$ cat src/rtl/conv_window_ctrl_if.sv
// Signal bundle between the window sequencer, its pixel memory, the
// convolution datapath and the downstream result consumer.
interface conv_window_ctrl_if #(
  parameter int SIZE      = 3,
  parameter int WIDTH_BIT = 8,
  parameter int ADDR_W    = 16
);
  logic                                             start;
  logic                                             busy;
  logic                                             done;
  logic                                             mem_ren;
  logic        [ADDR_W-1:0]                         mem_addr;
  logic signed [WIDTH_BIT-1:0]                      mem_rdata;
  logic signed [SIZE-1:0][SIZE-1:0][WIDTH_BIT-1:0]  win;
  logic signed [WIDTH_BIT-1:0]                      conv_res;
  logic signed [WIDTH_BIT-1:0]                      out_data;
  logic        [ADDR_W-1:0]                         out_row;
  logic        [ADDR_W-1:0]                         out_col;
  logic                                             out_valid;
  logic                                             out_ready;

  modport master (
    input  start, mem_rdata, conv_res, out_ready,
    output busy, done, mem_ren, mem_addr, win, out_data, out_row, out_col, out_valid
  );

  modport slave (
    output start, mem_rdata, conv_res, out_ready,
    input  busy, done, mem_ren, mem_addr, win, out_data, out_row, out_col, out_valid
  );
endinterface

$ cat src/rtl/conv_window_ctrl.sv
// Window sequencer: fetches each SIZE x SIZE window from a synchronous-read
// image memory, captures the datapath result and streams it out in raster order.
module conv_window_ctrl #(
  parameter int SIZE      = 3,
  parameter int WIDTH_BIT = 8,
  parameter int IMG_W     = 8,
  parameter int IMG_H     = 8,
  parameter int ADDR_W    = 16
) (
  input  logic                   clock,
  input  logic                   nreset,
  conv_window_ctrl_if.master     bus
);

  localparam int OH    = IMG_H - SIZE + 1;
  localparam int OW    = IMG_W - SIZE + 1;
  localparam int IDX_W = (SIZE > 1) ? $clog2(SIZE) : 1;

  localparam logic [IDX_W-1:0]  IDX_MAX = IDX_W'(SIZE - 1);
  localparam logic [ADDR_W-1:0] OW_MAX  = ADDR_W'(OW - 1);
  localparam logic [ADDR_W-1:0] OH_MAX  = ADDR_W'(OH - 1);
  localparam logic [ADDR_W-1:0] IMG_W_A = ADDR_W'(IMG_W);

  typedef enum logic [2:0] {IDLE, FETCH, LAST, CAPT, OUT} state_t;

  state_t                                           state_q, state_d;
  logic        [IDX_W-1:0]                          i_q, i_d, j_q, j_d;
  logic        [IDX_W-1:0]                          wi_q, wj_q;
  logic                                             rvld_q;
  logic        [ADDR_W-1:0]                         orow_q, orow_d, ocol_q, ocol_d;
  logic signed [SIZE-1:0][SIZE-1:0][WIDTH_BIT-1:0]  win_q;
  logic signed [WIDTH_BIT-1:0]                      out_data_q;
  logic        [ADDR_W-1:0]                         out_row_q, out_col_q;
  logic                                             out_valid_q, done_q;
  logic                                             fetch_last, pos_last, hs;

  assign fetch_last = (i_q == IDX_MAX) && (j_q == IDX_MAX);
  assign pos_last   = (orow_q == OH_MAX) && (ocol_q == OW_MAX);
  assign hs         = out_valid_q && bus.out_ready;

  always_ff @(posedge clock) begin
    if (!nreset) state_q <= IDLE;
    else         state_q <= state_d;
  end

  always_comb begin
    state_d = state_q;
    unique case (state_q)
      IDLE:    if (bus.start) state_d = FETCH;
      FETCH:   if (fetch_last) state_d = LAST;
      LAST:    state_d = CAPT;
      CAPT:    state_d = OUT;
      OUT:     if (hs) state_d = pos_last ? IDLE : FETCH;
      default: state_d = IDLE;
    endcase
  end

  always_comb begin
    bus.busy     = (state_q != IDLE);
    bus.mem_ren  = 1'b0;
    bus.mem_addr = '0;
    if (state_q == FETCH) begin
      bus.mem_ren  = 1'b1;
      bus.mem_addr = (orow_q + ADDR_W'(i_q)) * IMG_W_A + ocol_q + ADDR_W'(j_q);
    end
  end

  // Fetch indices advance column-first inside the window; output position
  // advances only on a handshake that is not the frame's last one.
  always_comb begin
    i_d    = i_q;
    j_d    = j_q;
    orow_d = orow_q;
    ocol_d = ocol_q;
    case (state_q)
      IDLE: begin
        if (bus.start) begin
          i_d    = '0;
          j_d    = '0;
          orow_d = '0;
          ocol_d = '0;
        end
      end
      FETCH: begin
        if (j_q == IDX_MAX) begin
          j_d = '0;
          i_d = (i_q == IDX_MAX) ? '0 : i_q + 1'b1;
        end else begin
          j_d = j_q + 1'b1;
        end
      end
      OUT: begin
        if (hs && !pos_last) begin
          if (ocol_q == OW_MAX) begin
            ocol_d = '0;
            orow_d = orow_q + 1'b1;
          end else begin
            ocol_d = ocol_q + 1'b1;
          end
        end
      end
      default: ;
    endcase
  end

  always_ff @(posedge clock) begin
    if (!nreset) begin
      i_q         <= '0;
      j_q         <= '0;
      wi_q        <= '0;
      wj_q        <= '0;
      rvld_q      <= 1'b0;
      orow_q      <= '0;
      ocol_q      <= '0;
      win_q       <= '0;
      out_data_q  <= '0;
      out_row_q   <= '0;
      out_col_q   <= '0;
      out_valid_q <= 1'b0;
      done_q      <= 1'b0;
    end else begin
      i_q    <= i_d;
      j_q    <= j_d;
      orow_q <= orow_d;
      ocol_q <= ocol_d;
      // Read data lands one cycle after issue, so the write index lags by one.
      wi_q   <= i_q;
      wj_q   <= j_q;
      rvld_q <= (state_q == FETCH);
      if (rvld_q) win_q[wi_q][wj_q] <= bus.mem_rdata;
      if (state_q == CAPT) begin
        out_data_q  <= bus.conv_res;
        out_row_q   <= orow_q;
        out_col_q   <= ocol_q;
        out_valid_q <= 1'b1;
      end else if (hs) begin
        out_valid_q <= 1'b0;
      end
      done_q <= (state_q == OUT) && hs && pos_last;
    end
  end

  assign bus.done      = done_q;
  assign bus.win       = win_q;
  assign bus.out_data  = out_data_q;
  assign bus.out_row   = out_row_q;
  assign bus.out_col   = out_col_q;
  assign bus.out_valid = out_valid_q;

endmodule
$ cat src/flat_wrapper.sv
// flat-port wrapper written by rule: the top's interface ports become plain ports
module conv_window_ctrl_flat 
#(
  parameter int SIZE      = 3,
  parameter int WIDTH_BIT = 8,
  parameter int IMG_W     = 8,
  parameter int IMG_H     = 8,
  parameter int ADDR_W    = 16
)
  (clock, nreset, bus_start, bus_mem_rdata, bus_conv_res, bus_out_ready, bus_busy, bus_done, bus_mem_ren, bus_mem_addr, bus_win, bus_out_data, bus_out_row, bus_out_col, bus_out_valid);
  conv_window_ctrl_if #(.SIZE(SIZE), .WIDTH_BIT(WIDTH_BIT), .ADDR_W(ADDR_W)) bus_i ();
  input  logic clock;
  input  logic nreset;
  input wire logic [$bits(bus_i.start)-1:0] bus_start;
  input wire logic [$bits(bus_i.mem_rdata)-1:0] bus_mem_rdata;
  input wire logic [$bits(bus_i.conv_res)-1:0] bus_conv_res;
  input wire logic [$bits(bus_i.out_ready)-1:0] bus_out_ready;
  output wire logic [$bits(bus_i.busy)-1:0] bus_busy;
  output wire logic [$bits(bus_i.done)-1:0] bus_done;
  output wire logic [$bits(bus_i.mem_ren)-1:0] bus_mem_ren;
  output wire logic [$bits(bus_i.mem_addr)-1:0] bus_mem_addr;
  output wire logic [$bits(bus_i.win)-1:0] bus_win;
  output wire logic [$bits(bus_i.out_data)-1:0] bus_out_data;
  output wire logic [$bits(bus_i.out_row)-1:0] bus_out_row;
  output wire logic [$bits(bus_i.out_col)-1:0] bus_out_col;
  output wire logic [$bits(bus_i.out_valid)-1:0] bus_out_valid;
  assign bus_i.start = bus_start;
  assign bus_i.mem_rdata = bus_mem_rdata;
  assign bus_i.conv_res = bus_conv_res;
  assign bus_i.out_ready = bus_out_ready;
  assign bus_busy = bus_i.busy;
  assign bus_done = bus_i.done;
  assign bus_mem_ren = bus_i.mem_ren;
  assign bus_mem_addr = bus_i.mem_addr;
  assign bus_win = bus_i.win;
  assign bus_out_data = bus_i.out_data;
  assign bus_out_row = bus_i.out_row;
  assign bus_out_col = bus_i.out_col;
  assign bus_out_valid = bus_i.out_valid;
  conv_window_ctrl #(.SIZE(SIZE), .WIDTH_BIT(WIDTH_BIT), .IMG_W(IMG_W), .IMG_H(IMG_H), .ADDR_W(ADDR_W)) u_core (.clock(clock), .nreset(nreset), .bus(bus_i));
endmodule
$ cat config.mk
export PLATFORM = sky130hd
export DESIGN_NAME = conv_window_ctrl_flat
export DESIGN_NICKNAME = d
export VERILOG_FILES = /design/src/rtl/conv_window_ctrl_if.sv /design/src/rtl/conv_window_ctrl.sv /design/src/flat_wrapper.sv
export SDC_FILE = /design/constraint.sdc
export NUM_CORES = 1
export LEC_CHECK = 0
export CAP_MARGIN = 20
export CORE_AREA = 3 3 134 136
export DETAILED_ROUTE_END_ITERATION = 12
export DIE_AREA = 0 0 137 139
export PLACE_DENSITY_LB_ADDON = 0.05
export SYNTH_ARGS = -nofsm -noshare
export SYNTH_HDL_FRONTEND = slang
export SYNTH_SLANG_ARGS = --single-unit
$ cat constraint.sdc
create_clock -name clock -period 9.31 [get_ports clock]
set_input_delay 1.862 -clock clock [delete_from_list [all_inputs] [get_ports clock]]
set_output_delay 1.862 -clock clock [all_outputs]
set_load 0.005 [all_outputs]
Word level (Yosys, flattened, before mapping)
Cells that the tools add are included.

Register bits: 158. Input port bits: 20. Output and inout bits: 132. Logic and storage cells: 93.

$add $sub $neg: 7. $lt $le $gt $ge: 4. Equality and inequality tests: 14. Multiplexer cells: 27. Reductions and logical operators: 19.

Operators with widths (number): 16-bit 2-to-1 mux (6); 72-bit bitwise mux (1); 16-bit one-hot mux with 2 select lines (2); 24-bit demux with 2-bit select (1); 16-bit by 1-bit adder with 16-bit output, second input constant (2); 16-bit by 3-bit equality test with 1-bit output, second input constant (2); 24-bit 2-to-1 mux (1); 16-bit adder (1); 16-bit by 2-bit adder with 16-bit output (1); 8-bit demux with 2-bit select (1); 3-bit one-hot mux with 5 select lines (1); 13-bit by 2-bit adder with 13-bit output (1); 2-bit by 1-bit inequality test with 1-bit output, second input constant (5); 3-bit 2-to-1 mux (3); 3-bit AND reduction (3); 1-bit logical AND (8); 2-bit 2-to-1 mux (4); 8-bit 2-to-1 mux (1); 2-bit one-hot mux with 2 select lines (2); 3-bit by 2-bit equality test with 1-bit output, second input constant (2); 2-bit by 3-bit < comparator with 1-bit output, second input constant (2); 2-bit nonzero test (3); 2-bit by 1-bit adder with 2-bit output, second input constant (2); 2-bit equality test, second input constant (2); 10 further kinds (14).

Depth between registers and ports, before layout
Gate-level depths: netlist of run 1.

Depth in word-level cells: 7. Depth in mapped cells: 12.

Worst setup path after synthesis of run 1
OpenSTA, ideal clock, no wires.

Kind: reg2out. From: register u_core.orow_q[0]. To: output port bus_mem_addr[14]. Arrival time: 2.546 ns. Data required time: 7.448 ns. Path slack: 4.902 ns. Stages on the path, launching flop included: 12. Cell sequence: dfxtp_1 -> ha_1 -> fa_1 -> nand3_1 -> nor2_1 -> xor2_1 -> ha_1 -> nand3_1 -> a211oi_1 -> nor3_1 -> or3_1 -> a21oi_1.

Word-level cells in the longest chain between the ends: 4.

Ends and longest elaborated chain: start: declaration (RTL line conv_window_ctrl.sv:30) `logic [ADDR_W-1:0] orow_q, orow_d, ocol_q, ocol_d;`; start signal: assignment (RTL line conv_window_ctrl.sv:124) `orow_q <= orow_d;`; 13-bit by 2-bit adder with 13-bit output (RTL line conv_window_ctrl.sv:64) `bus.mem_addr = (orow_q + ADDR_W'(i_q)) * IMG_W_A + ocol_q + ADDR_W'(j_q);`; 16-bit adder (RTL line conv_window_ctrl.sv:64); 16-bit by 2-bit adder with 16-bit output (RTL line conv_window_ctrl.sv:64); 16-bit 2-to-1 mux (RTL line conv_window_ctrl.sv:62) `if (state_q == FETCH) begin`; end: declaration (RTL line flat_wrapper.sv:21) `output wire logic [$bits(bus_i.mem_addr)-1:0] bus_mem_addr;`.

Every way passes these cells.

Worst setup path in the final report of run 1
Ends and elaborated chain as after synthesis.

==> flow_summary.yaml, run 1 <==
place:
  dpl_cell_area_mm2: 0.00906
  gp_congestion: 0.857
  dp_cells: 1155
  dp_hpwl_um: 14000
  port_buffers: 151
die:
  rows: 48
  fp.dieH_um: 139
  dieWidth_um: 137
  dieArea_mm2: 0.0190
  core_mm2: 0.0171
  initial_core_util_pct: 44.0
  io_pins: 152
clock_network:
  tritoncts: "built"
  cts_sinks: 158
  path_clk_slew_ns: 0.06
  cts.path.max_buffers: 2
  htree_levels: 4
  post_cts_buffers: 0
  holdBufCountCts: 0
  cts_root_buf: "clkbuf_16"
  cts_buffers: 17
  cts_resized: 0
  clkLatencyLatePin_ns: 0.42
drt:
  met3_length_um: 913
  vias: 6227
  wl_um: 19700
  drtIter0Drc: 350
  post_drt_wl_per_cell_um: 16.6
  vias_per_cell: 5.25
  drtPass1Iterations: 5
  met1Wirelength_um: 8820
  drc: 0
  postRouteAntennaNets: 0
  top_layer: "met4"
  wl_met2_um: 9600
sta:
  slew_headroom_pct: 30.8
  timing.fmax_mhz: 176
  tightest_slew_ns: 1.03
  setup_viol: 0
  rsz0062_at_grt: "false"
  fin_hold_ws_ns: 0.464
  setup_tns_ns: 0
  drv_slew: 0
  post-route-min-period_ns: 5.67
  fin_crit_sh_pct: 60.9
  hold_viol_final: 0
  skew_ns: 0.0115
critical_path:
  path_cells: "ha_1 > fa_1 > nand3_1 > nor2_1 > xor2_1 > ha_1 > nand3_1 > a211oi_1 > nor3_1 > or3_1 > a21oi_1 > clkdlybuf4s50_1"
  end_kind: "primary output"
  critPathLaunchType: "flop"
  slowest_stage: "clkdlybuf4s50_1"
  required_ns: 7.45
  rrSetupSlack_ns: 6.13
  cp_max_fo: 8
  worstReg2RegEnd: "u_core.ocol_q[10]$_SDFFE_PN0P_"
  critPathKind: "flop to primary output"
  critPathLaunch: "u_core.orow_q[0]$_SDFFE_PN0P_"
  ff2ff_path_depth: 7
  cp.arrival_ns: 3.81
  reg2reg_from: "u_core.orow_q[0]$_SDFFE_PN0P_"
  critPathMaxStageDelay_ns: 0.53
synthesis:
  syn_inst: 837
  async_reset_ff_share_pct: 0
  synth_enable_flop_cells: 0
  netlist_area_mm2: 0.00751
  ys_warn_count: 0
  syn_avg_cell_area_um2: 8.97
  syn_nets: 879
  ys_top_cells_by_area: "dfxtp_1 (42%), mux2i_1 (9.6%), nor2b_1 (6.6%)"
  synth_top_flop_cell: "dfxtp_1"
  yosysSeqAreaShare_pct: 42.1
  yosysTopAreaCell: "dfxtp_1"
  synth_top_area_share_pct: 42.1
  synth_seq_cells: 158
  synth.distinct_cells: 51
finish:
  design_area_mm2: 0.00968
  fill_cells: 1518
  drive_above_1_share_pct: 5.82
  final_cells: 1187
  nets: 992
  regArea_mm2: 0.00316
  final_common_cell: "dfxtp_1"
  areaGrowthSynthToFinish_pct: 29.0
  diodes: 0
  mostFrequentLayoutCells: "dfxtp_1 (158), clkdlybuf4s50_1 (150), nand2_1 (118)"
  multi_input_area_mm2: 0.00405
worst_hold_path:
  hp-class: "flop to flop"
  hold_depth: 2
  hold_start: "u_core.bus.out_row[2]$_SDFFE_PN0P_"
  min_to: "u_core.bus.out_row[2]$_SDFFE_PN0P_"
global_routing:
  grt_pass1_wl_um: 31500
  grt_pass1_vias: 5997
  globalRouteTotalUtil_pct: 20.4
  antenna_found_initial: 0
  grt_max_degree: 117
  overflow: 0
power_and_ir_drop:
  power_frac_comb_pct: 4.2
  switching_share_pct: 22.3
  p_per_area_mw_per_mm2: 152
  clkPwrFrac_pct: 49.2
  switchingPower_uw: 328
  intPower_uw: 1140
  leakage_uw: 0.00362
  ir_drop_mv: 0.123
  seq_power_share_pct: 46.6
status:
  status: "finished, final reports clean"
run:
  drv_cap: 0
cells by family (layout without fill, tap and decap cells):
family | count (synthesis) | after routing | synth area share [%]
simple gates | 345 | 345 | 23.4
flops | 158 | 158 | 42.1
compound gates | 131 | 131 | 12.7
buf+inv | 73 | 198 | 4.08
mux | 72 | 72 | 9.60
xor+xnor | 36 | 36 | 4.20
fa+ha+maj | 22 | 22 | 3.87
cell type report:
cell class                 count  share of cell area (%)
clock buffer                  18                    4.53
clock inverter                13                    1.86
inverter                      13                   0.504
multi-input combinational    606                    41.8
sequential                   158                    32.7
tap                          225                    2.91
timing repair buffer         154                    15.8
synthesized netlist by cell type (6+ instances only):
cell type and instances:
nor3_1 23, nand4_1 9, nand3_1 19, and4_1 6, and2_1 9, xnor2_1 22
ha_1 20, nand2_1 118, nor2_1 46, a21boi_0 49, inv_1 13, mux2i_1 72
clkbuf_1 45, a21o_1 7, nor2b_1 79, nor4b_1 6, a31oi_1 9, dfxtp_1 158
buf_2 11, o21ai_0 13, xor2_1 14, a21oi_1 22
critical path, delay by kind of cell (launching register included):
kind | cells | cell delay (ns)
adders and majority gates | 3 | 1.07
xor gates and xnor gates | 1 | 0.15
and+or+nand+nor | 5 | 0.82
DFF | 1 | 0.38
buffers and inverters | 1 | 0.53
AOI/OAI and AO/OA | 2 | 0.45
layer usage:
metal | vias up | track usage (%)
met5 | - | 0
met4 | 0 | 6.57
met3 | 29 | 3.48
met2 | 171 | 35.0
met1 | 2926 | 25.9
li1 | 3101 | -
per-stage QoR:
| step | setup slack [ns] | util (%) | power (uW) |
|---|---|---|---|
| after floorplan | 4.90 | - | 737 |
| after global placement | 4.14 | 53.1 | 761 |
| after detailed placement | 4.08 | 53.1 | 762 |
| after CTS | 3.62 | 56.7 | 1490 |
| after global routing | 3.38 | 56.8 | 1520 |
| final | 3.64 | 56.8 | 1470 |
power by group through the flow:
stage	clock (uW)	combinational, uW	sequential [uW]
after floorplan	0	39.2	698
after global placement	0	61.3	700
after detailed placement	0	62.1	700
after CTS	739	62.3	685
after global routing	770	66.8	685
final	725	61.8	685
flip-flops by register name, indices dropped and copies added (netlist names), 3 cells and up:
signal               count
u_core.bus.win          72
u_core.bus.out_col      16
u_core.bus.out_row      16
u_core.ocol_q           16
u_core.orow_q           16
u_core.bus.out_data      8
u_core.state_q           3
worst max path at each step:
stage | end | slack, ns
after floorplan | bus_mem_addr[14] | 4.90
after global placement | bus_mem_addr[14] | 4.14
after detailed placement | bus_mem_addr[14] | 4.08
after CTS | bus_mem_addr[14] | 3.62
after global routing | bus_mem_addr[14] | 3.38
final | bus_mem_addr[14] | 3.64
Power figures use the tool's default switching activity.
==> inputs of run 2 (changes only) <==
==> constraint.sdc (replaced) <==
create_clock -name clock -period 5.45 [get_ports clock]
set_input_delay 1.09 -clock clock [delete_from_list [all_inputs] [get_ports clock]]
set_output_delay 1.09 -clock clock [all_outputs]
set_load 0.005 [all_outputs]
==> flow_summary.yaml, run 2 (synthesis gave the netlist of run 1 again) <==
finish:
  final_common_cell: "dfxtp_1"
  areaGrowthSynthToFinish_pct: 29.2
  largest_reg_flops: 72
  mostFrequentLayoutCells: "dfxtp_1 (158), clkdlybuf4s50_1 (150), nand2_1 (118)"
  nets: 992
  diodes: 0
  drive_above_1_share_pct: 5.82
  fill_cells: 1549
  design_area_mm2: 0.00970
  final_cells: 1187
drt:
  vias: 6281
  drtIter0Drc: 318
  post_drt_wl_per_cell_um: 16.6
  vias_per_cell: 5.29
  drc: 0
  postRouteAntennaNets: 0
  wl_um: 19600
  drtPass1Iterations: 5
critical_path:
  required_ns: 4.36
  path_cells: "ha_1 > fa_1 > nand3_1 > nor2_1 > xor2_1 > ha_1 > nand3_1 > a211oi_1 > nor3_1 > or3_1 > a21oi_1 > clkdlybuf4s50_1"
  end_kind: "primary output"
  cp_max_fo: 8
  slowest_stage: "clkdlybuf4s50_1"
  cp.arrival_ns: 3.85
  critPathKind: "flop to primary output"
  critPathMaxStageDelay_ns: 0.53
  critPathLaunchType: "flop"
place:
  port_buffers: 151
  dp_cells: 1156
  dp_hpwl_um: 14100
  dpl_cell_area_mm2: 0.00907
  gp_congestion: 0.846
power_and_ir_drop:
  ir_drop_mv: 0.213
  p_per_area_mw_per_mm2: 263
  leakage_uw: 0.00362
sta:
  skew_ns: 0.00820
  post-route-min-period_ns: 4.94
  rsz0062_at_grt: "false"
  timing.fmax_mhz: 203
  hold_viol_final: 0
  tightest_slew_ns: 1.03
  setup_viol: 0
  setup_tns_ns: 0
  drv_slew: 0
  slew_headroom_pct: 31.1
  fin_crit_sh_pct: 90.6
clock_network:
  cts_resized: 0
  clkLatencyLatePin_ns: 0.42
  cts_buffers: 17
  post_cts_buffers: 0
  cts_root_buf: "clkbuf_16"
  htree_levels: 4
  cts.path.max_buffers: 2
  cts_sinks: 158
  tritoncts: "built"
  path_clk_slew_ns: 0.06
  holdBufCountCts: 0
die:
  core_mm2: 0.0171
  initial_core_util_pct: 44.0
  io_pins: 152
  dieArea_mm2: 0.0190
  dieWidth_um: 137
  rows: 48
  fp.dieH_um: 139
global_routing:
  grt_pass1_wl_um: 31700
  grt_pass1_vias: 6068
  antenna_found_initial: 0
  grt_max_degree: 82
  overflow: 0
  globalRouteTotalUtil_pct: 20.6
run:
  drv_cap: 0
status:
  status: "finished, final reports clean"
worst_hold_path:
  hp-class: "flop to flop"
==> run 2: metrics by stage <==
step / hold slack (ns) / util, % / setup slack, ns / total power, uW
after global routing: 0.497 / 56.9 / 0.275 / 2630
after detailed placement: 0.460 / 53.2 / 0.985 / 1300
final: 0.466 / 56.9 / 0.513 / 2550
after global placement: 0.452 / 53.2 / 1.05 / 1300
after CTS: 0.470 / 56.9 / 0.501 / 2570
after floorplan: 0.449 / - / 1.81 / 1260
==> run 2: cell type report <==
| class | instances | area [um2] | area share [%] |
|---|---|---|---|
| clock buffers | 17 | 425 | 4.39 |
| repair buffers | 154 | 1530 | 15.8 |
| multi-input cells | 606 | 4050 | 41.7 |
| clock inverters | 14 | 205 | 2.12 |
| inverters | 13 | 48.8 | 0.503 |
| flip-flops and latches | 158 | 3160 | 32.6 |
| well taps | 225 | 282 | 2.90 |
==> run 2: metal layers <==
layer	track usage [%]	up-vias	share of wire [%]
li1	-	3097	-
met1	26.5	2954	45
met2	34.7	201	48
met3	3.48	29	4.8
met4	7.20	0	2.3
met5	0	-	0
==> run 2: final timing paths <==
check,end,cells after the start,start,slack [ns]
hold / removal,u_core.bus.out_col[7]$_SDFFE_PN0P_,2,u_core.bus.out_col[7]$_SDFFE_PN0P_,0.47
hold reg to reg,u_core.bus.out_col[7]$_SDFFE_PN0P_,2,u_core.bus.out_col[7]$_SDFFE_PN0P_,0.47
setup reg to reg,u_core.ocol_q[10]$_SDFFE_PN0P_,7,u_core.orow_q[0]$_SDFFE_PN0P_,2.21
setup / recovery,bus_mem_addr[14],12,u_core.orow_q[0]$_SDFFE_PN0P_,0.51
==> run 2: worst max-delay path, delay by kind of cell (launching register included) <==
| kind | cells | cell delay, ns |
|---|---|---|
| buffers and inverters | 1 | 0.53 |
| xor gates and xnor gates | 1 | 0.15 |
| adders and majority gates | 3 | 1.07 |
| DFF | 1 | 0.38 |
| and+or+nand+nor | 5 | 0.84 |
| AOI/OAI and AO/OA | 2 | 0.46 |
==> run 2: where the power goes <==
group          leakage [uW]  switching, uW  internal [uW]  total [uW]
Combinational       0.00205           57.5           48.7         106
Clock              0.000295            499            773        1270
Sequential          0.00127           8.50           1160        1170
Total               0.00362            565           1980        2550
